File: src/rtl/uart_rx_cfg.sv
// uart_rx_cfg: parametrised UART receiver with 3-sample majority voting,
// per-character parity/frame error flags, break detection and an FWFT FIFO.
// Ports:
//   clk, rst_n            clock, asynchronous active-low reset
//   bit_in                raw asynchronous RX line (idles high)
//   byte_out_*            FIFO head: data, frame_err, parity_err, valid; ready pops
//   fifo_count            occupied FIFO entries
//   overflow              1-cycle pulse when a completed character is dropped
//   break_det             1-cycle pulse when a break condition is recognised
module uart_rx_cfg #(
    parameter int CLK_FREQ_HZ = 100_000_000,
    parameter int BAUD_RATE   = 115_200,
    parameter int DATA_BITS   = 8,
    parameter int PARITY      = 0,
    parameter int STOP_BITS   = 1,
    parameter int FIFO_DEPTH  = 16,
    parameter int SYNC_STAGES = 2
) (
    input  logic                          clk,
    input  logic                          rst_n,
    input  logic                          bit_in,
    output logic [DATA_BITS-1:0]          byte_out_data,
    output logic                          byte_out_frame_err,
    output logic                          byte_out_parity_err,
    output logic                          byte_out_valid,
    input  logic                          byte_out_ready,
    output logic [$clog2(FIFO_DEPTH):0]   fifo_count,
    output logic                          overflow,
    output logic                          break_det
);
    localparam int TPB = CLK_FREQ_HZ / BAUD_RATE;
    localparam int MID = TPB / 2;
    localparam int TW  = $clog2(TPB);
    localparam int AW  = $clog2(FIFO_DEPTH);
    localparam int CW  = AW + 1;
    localparam int EW  = DATA_BITS + 2;
    localparam logic [TW-1:0] T_LO  = TW'(MID - 1);
    localparam logic [TW-1:0] T_MID = TW'(MID);
    localparam logic [TW-1:0] T_HI  = TW'(MID + 1);
    localparam logic [TW-1:0] T_END = TW'(TPB - 1);
    localparam logic [3:0] LAST_D = 4'(DATA_BITS - 1);
    localparam logic [3:0] LAST_S = 4'(STOP_BITS - 1);
    localparam logic ODD = 1'(PARITY == 1);

    if (TPB < 8 || DATA_BITS < 5 || DATA_BITS > 9 || PARITY < 0 || PARITY > 2 ||
        (STOP_BITS != 1 && STOP_BITS != 2) || FIFO_DEPTH < 2 ||
        (FIFO_DEPTH & (FIFO_DEPTH - 1)) != 0 || SYNC_STAGES < 2) begin : g_bad_cfg
        $error("uart_rx_cfg: illegal parameter combination");
    end

    typedef enum logic [2:0] {
        S_IDLE, S_START, S_DATA, S_PARITY, S_STOP, S_BRK_WAIT
    } state_e;

    logic [SYNC_STAGES-1:0] sync_q;
    logic                   rxs;
    state_e                 state_q, state_d;
    logic [TW-1:0]          tick_q, tick_d;
    logic [3:0]             bit_q, bit_d;
    logic [1:0]             smp_q, smp_d;
    logic [DATA_BITS-1:0]   sh_q, sh_d;
    logic                   par_q, par_d;
    logic                   perr_q, perr_d;
    logic                   ferr_q, ferr_d;
    logic                   mid_hit, end_hit, vote, wr, brk;
    logic [EW-1:0]          wr_ent;

    logic [EW-1:0]          mem_q [FIFO_DEPTH];
    logic [AW-1:0]          wptr_q, rptr_q;
    logic [CW-1:0]          count_q, count_d;
    logic                   full, pop, push;

    assign rxs     = sync_q[SYNC_STAGES-1];
    assign mid_hit = tick_q == T_HI;
    assign end_hit = tick_q == T_END;
    // Majority of the samples taken at MID-1, MID and the live one at MID+1.
    assign vote    = (smp_q[0] & smp_q[1]) | (smp_q[0] & rxs) | (smp_q[1] & rxs);
    // A non-last stop bit low is folded into ferr_q; the live vote covers the last one.
    assign wr_ent  = {ferr_q | ~vote, perr_q, sh_q};

    always_ff @(posedge clk or negedge rst_n) begin
        if (!rst_n) begin
            sync_q  <= '1;
            state_q <= S_IDLE;
            tick_q  <= '0;
            bit_q   <= '0;
            smp_q   <= '0;
            sh_q    <= '0;
            par_q   <= 1'b0;
            perr_q  <= 1'b0;
            ferr_q  <= 1'b0;
        end else begin
            sync_q  <= {sync_q[SYNC_STAGES-2:0], bit_in};
            state_q <= state_d;
            tick_q  <= tick_d;
            bit_q   <= bit_d;
            smp_q   <= smp_d;
            sh_q    <= sh_d;
            par_q   <= par_d;
            perr_q  <= perr_d;
            ferr_q  <= ferr_d;
        end
    end

    always_comb begin
        state_d = state_q;
        tick_d  = end_hit ? '0 : tick_q + TW'(1);
        bit_d   = bit_q;
        smp_d   = {tick_q == T_MID ? rxs : smp_q[1], tick_q == T_LO ? rxs : smp_q[0]};
        sh_d    = sh_q;
        par_d   = par_q;
        perr_d  = perr_q;
        ferr_d  = ferr_q;
        wr      = 1'b0;
        brk     = 1'b0;
        case (state_q)
            S_IDLE: begin
                tick_d  = '0;
                bit_d   = '0;
                par_d   = 1'b0;
                perr_d  = 1'b0;
                ferr_d  = 1'b0;
                state_d = rxs ? S_IDLE : S_START;
            end
            S_START: begin
                if (mid_hit && vote) begin
                    state_d = S_IDLE;
                    tick_d  = '0;
                end else if (end_hit) begin
                    state_d = S_DATA;
                end
            end
            S_DATA: begin
                if (mid_hit) sh_d = {vote, sh_q[DATA_BITS-1:1]};
                if (end_hit) begin
                    bit_d   = (bit_q == LAST_D) ? 4'd0 : bit_q + 4'd1;
                    state_d = (bit_q != LAST_D) ? S_DATA : (PARITY != 0) ? S_PARITY : S_STOP;
                end
            end
            S_PARITY: begin
                if (mid_hit) begin
                    par_d  = vote;
                    perr_d = ^sh_q ^ vote ^ ODD;
                end
                if (end_hit) state_d = S_STOP;
            end
            S_STOP: begin
                if (mid_hit) begin
                    // Break: all-zero data, zero parity bit and a low first stop bit.
                    if (!vote && bit_q == 4'd0 && sh_q == '0 && !par_q) begin
                        wr      = 1'b1;
                        brk     = 1'b1;
                        state_d = S_BRK_WAIT;
                        tick_d  = '0;
                    end else if (bit_q == LAST_S) begin
                        wr      = 1'b1;
                        state_d = S_IDLE;
                        tick_d  = '0;
                    end else begin
                        ferr_d  = ferr_q | ~vote;
                    end
                end
                if (end_hit) bit_d = bit_q + 4'd1;
            end
            S_BRK_WAIT: begin
                tick_d  = '0;
                state_d = rxs ? S_IDLE : S_BRK_WAIT;
            end
            default: begin
                state_d = S_IDLE;
                tick_d  = '0;
            end
        endcase
    end

    assign byte_out_valid = count_q != '0;
    assign full     = count_q == CW'(FIFO_DEPTH);
    assign pop      = byte_out_valid & byte_out_ready;
    // When full, a same-cycle pop frees the slot the write needs.
    assign push     = wr & (~full | pop);
    assign overflow = wr & full & ~pop;
    assign break_det = brk;
    assign count_d  = count_q + CW'(push) - CW'(pop);
    assign fifo_count = count_q;
    // Head is gated so the outputs read zero whenever the FIFO is empty.
    assign {byte_out_frame_err, byte_out_parity_err, byte_out_data} =
        byte_out_valid ? mem_q[rptr_q] : '0;

    always_ff @(posedge clk or negedge rst_n) begin
        if (!rst_n) begin
            wptr_q  <= '0;
            rptr_q  <= '0;
            count_q <= '0;
        end else begin
            wptr_q  <= push ? wptr_q + AW'(1) : wptr_q;
            rptr_q  <= pop ? rptr_q + AW'(1) : rptr_q;
            count_q <= count_d;
        end
    end

    always_ff @(posedge clk) begin
        if (push) mem_q[wptr_q] <= wr_ent;
    end
endmodule

File: config.mk
export PLATFORM = sky130hd
export DESIGN_NAME = uart_rx_cfg
export DESIGN_NICKNAME = d
export VERILOG_FILES = /design/src/rtl/uart_rx_cfg.sv
export SDC_FILE = /design/constraint.sdc
export NUM_CORES = 1
export LEC_CHECK = 0
export ABC_AREA = 1
export CAP_MARGIN = 10
export CORE_ASPECT_RATIO = 0.7
export CORE_UTILIZATION = 55
export CTS_CLUSTER_DIAMETER = 120
export DETAILED_ROUTE_END_ITERATION = 6
export PLACE_DENSITY = 0.72
export SLEW_MARGIN = 30
export SYNTH_ARGS = -nofsm -noshare
export SYNTH_HDL_FRONTEND = slang
export SYNTH_SLANG_ARGS = --single-unit
File: constraint.sdc
create_clock -name clk -period 4.6 [get_ports clk]
set_input_delay 0.92 -clock clk [delete_from_list [all_inputs] [get_ports clk]]
set_output_delay 0.92 -clock clk [all_outputs]
set_load 0.05 [all_outputs]
==> impl_metrics.yaml, run 1 <==
timing:
  fmax_ghz: 0.265
  hold_viol_final: 0
  rsz0062_at_grt: "no"
  slew-limit-headroom: 0.351
  skew_ps: 8.88
  tightest_slew_ps: 969
  drv_slew: 0
  period_share: 0.821
  setup_viol: 0
  fin_setup_tns_ps: 0
  post-route-min-period_ps: 3780
global_route:
  grt_pass1_vias: 5694
  grt_max_degree: 83
  grt_overflow: 0
  grt_use_total: 0.250
  antenna_found_initial: 0
  grt_pass1_wl_mm: 31.5
power_and_ir_drop:
  finalPower_uw: 5340
  power.switching_uw: 1970
  p_int_uw: 3360
  seqPwrFrac: 0.394
  worst_ir_drop_vdd_mv: 0.553
  p_leak_uw: 0.00414
  p_per_area_mw_per_mm2: 529
  combPwrFrac: 0.320
  pwr-share-clk: 0.287
  netSwitchingFraction: 0.370
clocking:
  htree_levels: 1
  post_cts_resized: 0
  clockBufferDepth: 3
  cts_hold_buf: 0
  post_cts_buffers: 0
  cts_tree: "yes"
  insertion_delay_ps: 490
  root_buffer: "clkbuf_16"
  cts_buffers: 20
  clk_pin_slew_worst_paths_ps: 60
  clock_sinks: 205
worst_setup_path:
  cp_cell_sequence: "inv_1 -> ha_1 -> nand2_1 -> nor2_1 -> nand3_1 -> nor2_1 -> clkdlybuf4s50_1"
  max_stage_delay_ps: 810
  cp-endpoint: "break_det"
  r2r_start: "bit_q[0]"
  cp_common_cell: "nor2_1"
  path_max_fanout: 18
  r2r-end: "fifo_count[4]"
  critPathBufInv: 2
  required_ps: 3680
  worst-r2r-cell-count: 12
  crit_path_end_kind: "output pin"
  cp_slowest_cell: "clkdlybuf4s50_1"
  crit_arrival_ps: 2860
  startpoint_type: "flip-flop"
  worstSetupPathDepth: 7
  crit_path_start: "sh_q[1]"
  r2r_slack_ps: 1820
  crit_type: "flip-flop to output pin"
  crit_family: "buffers and inverters"
cells_and_area:
  regArea_mm2: 0.00593
  multi_input_area_mm2: 0.00283
  utilization: 0.637
  n_fill_cell: 1201
  final_cell_area_mm2: 0.0101
  drive_gt1_frac: 0.0899
  stdcell_count: 1110
  final_net_count: 901
  num_antenna_cells: 0
  syn2layout_area_growth_pct: 10.7
logic_synthesis:
  syn_avg_cell_area_um2: 10.6
  ys_seq_area_frac: 0.651
  ys_ff_latch: 205
  synth_nets: 889
  ys_types: 36
  yosys_warnings: 0
  syn_inst: 864
  netlist_area_mm2: 0.00912
worst_hold_path:
  whs_path_depth: 0
  hp-class: "flip-flop to flip-flop"
placed_design:
  place.gp.congestion: 0.842
  placed_area_mm2: 0.00946
  numPlacedInstances: 1074
  dp_hpwl_mm: 12.8
  port_buffers: 21
floorplanning:
  dieArea_mm2: 0.0171
  start_util: 0.576
  io_pins: 22
  die_h_um: 110
  core_mm2: 0.0158
  die_w_um: 156
  rows: 38
detailed_routing:
  drt-initial-drc-count: 600
  vias: 6224
  post_drt_wl_per_cell_um: 18.1
  routed_wirelength_mm: 20.1
  post_drt_via_cell_ratio: 5.61
  antenna_left: 0
  firstDrtPassIters: 6
  drcViolationCount: 0
status:
  run_status: "complete, no violations"
flow_run:
  cap_violations: 0
[flip-flops by register name (all words and copies together) (netlist names)]
signal,cells
rptr_q,4
tick_q,10
mem_q,160
fifo_count,5
state_q,3
perr_q,1
par_q,1
ferr_q,1
sync_q,2
smp_q,2
bit_q,4
wptr_q,4
sh_q,8
[worst reg2reg max path, cell delays in order, from the launching register on]
cell     delay, ps
dfrtp_1        400
inv_1          100
ha_1           150
nand3_1        130
nor2_1         350
nand3_4        180
ha_1           330
inv_1           50
ha_1           160
inv_1           60
fa_1           400
o21ai_0        250
xor2_1         160
[layer usage]
metal / vias up / wire length (um) / track usage
li1: 2945 / - / -
met1: 2984 / 9050 / 0.375
met2: 262 / 8810 / 0.383
met3: 33 / 1870 / 0.0477
met4: 0 / 367 / 0.0462
met5: - / 0 / 0
[layout make-up]
class                      count  share of cell area
sequential                   205               0.588
multi-input combinational    566               0.280
clock buffer                  28              0.0567
tap                          220              0.0273
timing repair buffer          26              0.0218
inverter                      57              0.0217
clock inverter                 8             0.00409
[power groups by stage]
stage	sequential, uW	combinational, uW	clock, uW
floorplan	2170	1160	0
global placement	2140	1660	0
detailed placement	2140	1690	0
CTS	2100	1700	1550
global route	2110	1850	1630
finish	2100	1710	1530
[metrics by stage]
stage | setup WS (ps) | hold WS (ps)
floorplan | 1040 | 345
global placement | 954 | 348
detailed placement | 928 | 348
CTS | 810 | 357
global route | 662 | 365
finish | 822 | 356
[cell families after synthesis]
kind of cell / after synthesis / synth area share
AND/OR/NAND/NOR: 486 / 0.232
adder cells (fa/ha/maj): 21 / 0.0296
flip-flops: 205 / 0.651
AO/OA/AOI/OAI: 39 / 0.0268
buffers and inverters: 93 / 0.0416
XOR/XNOR: 20 / 0.0192
[how the worst min path moves through the flow]
stage / startpoint / end / slack [ps]
after floorplan: sync_q[0] / sync_q[1] / 350
after global placement: sync_q[0] / sync_q[1] / 350
after detailed placement: sync_q[0] / sync_q[1] / 350
after CTS: sync_q[0] / sync_q[1] / 360
after global routing: sync_q[0] / sync_q[1] / 360
final: sync_q[0] / sync_q[1] / 360
[synth_stat cells]
library cell  number  area [um2]
nand4_1            7        43.8
a21boi_4           1        18.8
fa_1               1        20.0
clkinv_1           1        3.75
buf_6              1        11.3
clkbuf_2           1        5.00
nor3_1             9        45.0
inv_6              1        8.76
nor2_2             1        6.26
o21ai_2            8        70.1
clkbuf_1          20        75.1
ha_1              20         250
buf_2             10        50.1
nor4_1             1        6.26
buf_4              1        7.51
nor2_1            41         154
buf_1              3        11.3
o21ai_0           15        75.1
o211ai_1           1        7.51
nor3_4             1        16.3
xnor2_1            6        52.6
nand2_4            4        45.0
or2_2              2        12.5
a21oi_1           13        65.1
edfxtp_1         160        4800
nand3_1          147         736
o21bai_1           1        7.51
inv_2              1        3.75
dfstp_2            2        52.6
xor2_1            14         123
nand2_1          268        1010
nand3_4            1        17.5
dfrtp_1           43        1080
nand2_2            3        18.8
inv_1             54         203
nand3b_1           1        7.51
[placed cells by master, fill, tap and decap left out]
| master | netlist | routed |
|---|---|---|
| a21boi_4 | 1 | 1 |
| a21oi_1 | 13 | 13 |
| buf_4 | 1 | 16 |
| clkbuf_1 | 20 | 5 |
| clkbuf_16 | 0 | 21 |
| clkbuf_8 | 0 | 2 |
| clkdlybuf4s50_1 | 0 | 10 |
| clkinv_1 | 1 | 4 |
| clkinv_2 | 0 | 3 |
| clkinvlp_4 | 0 | 2 |
| dfrtp_1 | 43 | 42 |
| dfrtp_2 | 0 | 1 |
| dfstp_2 | 2 | 2 |
| edfxtp_1 | 160 | 160 |
| fa_1 | 1 | 1 |
| ha_1 | 20 | 20 |
| inv_1 | 54 | 54 |
| inv_2 | 1 | 1 |
| inv_6 | 1 | 1 |
| nand2_1 | 268 | 268 |
| nand2_2 | 3 | 3 |
| nand2_4 | 4 | 4 |
| nand3_1 | 147 | 147 |
| nand3_4 | 1 | 1 |
| nand3b_1 | 1 | 1 |
| nand4_1 | 7 | 7 |
| nor2_1 | 41 | 31 |
| nor2_2 | 1 | 11 |
| nor3_1 | 9 | 9 |
| nor3_4 | 1 | 1 |
| nor4_1 | 1 | 1 |
| o211ai_1 | 1 | 1 |
| o21ai_0 | 15 | 15 |
| o21ai_2 | 8 | 8 |
| o21bai_1 | 1 | 1 |
| or2_2 | 2 | 2 |
| xnor2_1 | 6 | 6 |
| xor2_1 | 14 | 14 |
(Power assumes the default switching activity.)
==> run 2: changes to the inputs <==
==> constraint.sdc (replaced) <==
create_clock -name clk -period 3.55 [get_ports clk]
set_input_delay 0.71 -clock clk [delete_from_list [all_inputs] [get_ports clk]]
set_output_delay 0.71 -clock clk [all_outputs]
set_load 0.05 [all_outputs]
==> run 2 against run 1 <==
Combinational power grew 48%. Hold slack got worse by 130 ps. First-iteration DRC count up 13%. Global-route usage increased by 0.96 points. Core utilization is 1.6 points higher. Routed wire length grew 2.3%. Critical path depth rose by 2. Critical path type unchanged. Cell area is 2.6% higher. Cell count up 2.0%. Largest cell class unchanged. Worst setup slack got worse by 650 ps. Clock power rose by 26%.
==> impl_metrics.yaml, run 2 (synthesized netlist as in run 1, its figures left out) <==
placed_design:
  dp_hpwl_mm: 13.2
  place.gp.congestion: 0.861
  port_buffers: 21
  numPlacedInstances: 1097
cells_and_area:
  final_common_cell: "nand2_1"
  n_fill_cell: 1159
  top_regs: "mem_q (160), tick_q (10), sh_q (8)"
  stdcell_count: 1132
  regArea_mm2: 0.00594
  largest-register: "mem_q"
  largest_reg_flops: 160
  num_antenna_cells: 0
  multi_input_area_mm2: 0.00280
  final_cell_mix: "nand2_1, edfxtp_1, nand3_1, inv_1, dfrtp_1"
  drive_gt1_frac: 0.101
  final_net_count: 924
  syn2layout_area_growth_pct: 13.5
timing:
  fin_setup_tns_ps: 0
  tightest_slew_ps: 762
  slew-limit-headroom: 0.492
  hold_viol_final: 0
  skew_ps: 14.4
  fmax_ghz: 0.296
  rsz0062_at_grt: "no"
  period_share: 0.950
  post-route-min-period_ps: 3370
  setup_viol: 0
  drv_slew: 0
detailed_routing:
  drt-initial-drc-count: 675
  vias: 6351
  drcViolationCount: 0
  post_drt_wl_per_cell_um: 18.2
  post_drt_via_cell_ratio: 5.61
  firstDrtPassIters: 5
  routed_wirelength_mm: 20.6
  antenna_left: 0
global_route:
  use_met1: 0.364
  grt_use_met2: 0.418
  grt_pass1_wl_mm: 33.1
  grt_use_total: 0.259
  grt_max_degree: 49
  antenna_found_initial: 0
  grt_overflow: 0
  grt_pass1_vias: 6195
  top_usage_layer: "met2"
  grt_util_met3: 0.0528
floorplanning:
  die_w_um: 156
  rows: 38
  dieArea_mm2: 0.0171
  die_h_um: 110
  core_mm2: 0.0158
  io_pins: 22
  start_util: 0.576
worst_hold_path:
  hp-class: "input port to asynchronous set/reset pin"
worst_setup_path:
  cp_slowest_cell: "dfrtp_4"
  worst-r2r-cell-count: 13
  crit_family: "buffers and inverters"
  worstSetupPathDepth: 9
  required_ps: 2840
  cp_common_cell: "nand2_1"
  crit_path_end_kind: "output pin"
  cp_cell_sequence: "inv_2 -> buf_4 -> nand2_1 -> nand3_1 -> nand3_1 -> nand2_1 -> nand2_1 -> a21oi_1 -> buf_12"
  max_stage_delay_ps: 650
  critPathBufInv: 3
  path_max_fanout: 36
  crit_type: "flip-flop to output pin"
  crit_arrival_ps: 2660
  startpoint_type: "flip-flop"
clocking:
  htree_levels: 1
  cts_buffers: 20
  cts_tree: "yes"
  clockBufferDepth: 3
  cts_hold_buf: 0
  clock_sinks: 205
  insertion_delay_ps: 490
  root_buffer: "clkbuf_16"
  clk_pin_slew_worst_paths_ps: 60
status:
  run_status: "complete, no violations"
power_and_ir_drop:
  p_per_area_mw_per_mm2: 697
  worst_ir_drop_vdd_mv: 0.502
  p_leak_uw: 0.00432
flow_run:
  cap_violations: 0
[run 2: changes by cell type in the layout (fill, tap and decap cells not counted), sizes merged]
cell           previous run  this run
buf                      16        40
clkinvlp                  2         0
clkbuf                   28        27
clkinv                    7         9
clkdlybuf4s50            10         8
dlymetal6s2s              0         1
[run 2: final cells by class]
class | instances | share of cell area
sequential | 205 | 0.574
clock buffer | 27 | 0.0529
inverter | 57 | 0.0212
timing repair buffer | 49 | 0.0513
tap | 220 | 0.0266
multi-input combinational | 566 | 0.271
clock inverter | 8 | 0.00351
[run 2: final timing paths]
path,from,endpoint,slack [ps]
setup / recovery,rptr_q[0],byte_out_data[6],180
hold / removal,rst_n,state_q[1],230
setup reg to reg,bit_q[0],fifo_count[4],770
hold reg to reg,sync_q[0],sync_q[1],360
max in group asynchronous,rst_n,rptr_q[0],2870
min in group clk,sync_q[0],sync_q[1],360
[run 2: worst register-to-register path, stage by stage, from the launching register on]
cell	delay [ps]
dfrtp_1	400
inv_1	110
ha_1	170
nand3_1	170
nor2_1	180
buf_4	170
nand3_4	110
ha_1	330
inv_1	60
ha_1	170
inv_1	60
fa_1	390
o21ai_0	230
xor2_1	170
[run 2: stage by stage]
stage	utilization	hold WS, ps	total power (uW)	worst slack (ps)	area (um2)
after CTS	0.653	247	7220	14.6	10300
final	0.654	230	7210	176	10300
after detailed placement	0.616	350	5300	496	9760
after floorplan	-	345	4310	196	9120
after global placement	0.616	347	5260	562	9760
after global routing	0.654	265	7550	55.1	10300
[run 2: power by group]
part | internal [uW] | switching, uW | total [uW]
logic | 900 | 1630 | 2530
registers | 2620 | 132 | 2750
clock network | 1080 | 846 | 1930
[run 2: routing by layer]
| layer | vias up | routed length (um) |
|---|---|---|
| met4 | 0 | 365 |
| met2 | 286 | 9400 |
| met1 | 3047 | 8790 |
| met5 | - | 0 |
| met3 | 33 | 2010 |
| li1 | 2985 | - |
[run 2: timing repair]
action                                  CTS  global route
buffers inserted                          0             0
gates resized for setup                   0             2
endpoints found under the setup margin    0             7
==> run 3: changes to the inputs <==
--- a/config.mk
+++ b/config.mk
@@ -8,6 +8,7 @@
 export ABC_AREA = 1
 export CAP_MARGIN = 10
 export CORE_ASPECT_RATIO = 0.7
+export CORE_MARGIN = 4
 export CORE_UTILIZATION = 55
 export CTS_CLUSTER_DIAMETER = 120
 export DETAILED_ROUTE_END_ITERATION = 6
==> run 3 against run 2 <==
Global-route usage is 2.7 points lower. Maximum frequency is 2.0% higher. Sequential share of layout area decreased by 0.72 points. Via count shrank 1.4%. Cell area rose by 1.2%. Total power grew 3.7%.
==> impl_metrics.yaml, run 3 (synthesized netlist as in run 1, its figures left out) <==
worst_setup_path:
  crit_type: "flip-flop to output pin"
  crit_family: "buffers and inverters"
  cp_common_cell: "nand2_1"
  cp_slowest_cell: "a21oi_1"
  max_stage_delay_ps: 600
  crit_path_end_kind: "output pin"
  startpoint_type: "flip-flop"
  required_ps: 2840
  path_max_fanout: 10
  critPathBufInv: 3
  crit_arrival_ps: 2600
  cp_cell_sequence: "inv_1 -> ha_1 -> nand2_1 -> nor2_1 -> nand2_1 -> clkinv_1 -> a21oi_1 -> buf_12"
timing:
  fmax_ghz: 0.302
  holdWs_ps: 266
  period_share: 0.932
  drv_slew: 0
  tightest_slew_ps: 712
  slew-limit-headroom: 0.525
  hold_viol_final: 0
  setup_viol: 0
  rsz0062_at_grt: "no"
  fin_setup_tns_ps: 0
  setup_ws_ps: 241
  skew_ps: 17.7
  post-route-min-period_ps: 3310
cells_and_area:
  final_cell_mix: "nand2_1, edfxtp_1, nand3_1, inv_1, dfrtp_1"
  top_regs: "mem_q (160), tick_q (10), sh_q (8)"
  syn2layout_area_growth_pct: 14.9
  largest_reg_flops: 160
  num_antenna_cells: 0
  utilization: 0.643
  largest-register: "mem_q"
  final_net_count: 925
  final_common_cell: "nand2_1"
  drive_gt1_frac: 0.108
power_and_ir_drop:
  worst_ir_drop_vdd_mv: 0.480
  combPwrFrac: 0.348
  power.switching_uw: 2640
  p_int_uw: 4840
  p_leak_uw: 0.00437
  seqPwrFrac: 0.357
  pwr-share-clk: 0.296
  p_per_area_mw_per_mm2: 714
  finalPower_uw: 7480
  netSwitchingFraction: 0.353
clocking:
  cts_hold_buf: 0
  clockBufferDepth: 3
  post_cts_resized: 0
  htree_levels: 1
  insertion_delay_ps: 500
  post_cts_buffers: 0
  root_buffer: "clkbuf_16"
  cts_tree: "yes"
  clock_sinks: 205
  cts_buffers: 20
  clk_pin_slew_worst_paths_ps: 60
detailed_routing:
  firstDrtPassIters: 5
  vias: 6262
  routed_wirelength_mm: 21.2
  antenna_left: 0
  drcViolationCount: 0
  drt-initial-drc-count: 681
  post_drt_via_cell_ratio: 5.50
  post_drt_wl_per_cell_um: 18.6
global_route:
  antenna_found_initial: 0
  grt_overflow: 0
  grt_max_degree: 83
  grt_pass1_vias: 6101
  grt_use_total: 0.233
  grt_pass1_wl_mm: 33.4
placed_design:
  pre_cts_slack_ps: 525
  dp_hpwl_mm: 13.0
  place.gp.congestion: 0.884
  port_buffers: 21
worst_hold_path:
  hp-class: "input port to asynchronous set/reset pin"
floorplanning:
  die_w_um: 162
  io_pins: 22
  die_h_um: 116
  core_mm2: 0.0163
  start_util: 0.559
  rows: 39
  dieArea_mm2: 0.0187
status:
  run_status: "complete, no violations"
flow_run:
  cap_violations: 0
[run 3: layer usage]
metal  part of all wire  global-route usage
met1               0.45               0.344
met2               0.44               0.355
met3              0.091              0.0483
met4              0.022              0.0642
met5                  0                   0
[run 3: power by group through the flow]
stage	combinational, uW	sequential (uW)	clock (uW)
detailed placement	2600	2720	0
floorplan	1500	2810	0
global route	2810	2670	2360
global placement	2580	2720	0
CTS	2610	2670	2250
finish	2600	2670	2210
[run 3: through the flow]
stage,instances,instance area [um2]
3_5_place_dp,1103,9780
3_3_place_gp,1103,9780
6_report,1139,10500
2_1_floorplan,864,9120
5_1_grt,1139,10500
4_1_cts,1139,10500
[run 3: worst paths after layout]
check	from	end	slack, ps	cells after the start
min in group clk	sync_q[0]	sync_q[1]	360	0
setup reg to reg	bit_q[0]	fifo_count[4]	860	12
setup / recovery	fifo_count[2]	byte_out_data[7]	240	8
max in group asynchronous	rst_n	sync_q[0]	2500	2
hold reg to reg	sync_q[0]	sync_q[1]	360	0
hold / removal	rst_n	tick_q[2]	270	1
[run 3: final cells by class]
cell class	count	area, um2
Sequential cell	205	5930
Fill cell	1306	5820
Multi-Input combinational cell	566	2800
Clock buffer	25	551
Timing Repair Buffer	50	548
Tap cell	225	282
Inverter	57	219
Clock inverter	11	139
[run 3: worst reg2reg max path, stage by stage, from the launching register on]
cell	delay [ps]
dfrtp_1	400
inv_1	100
ha_1	160
nand3_1	140
nor2_1	300
nand3_4	160
ha_1	320
inv_1	60
ha_1	160
inv_1	50
fa_1	400
o21ai_0	220
xor2_1	160
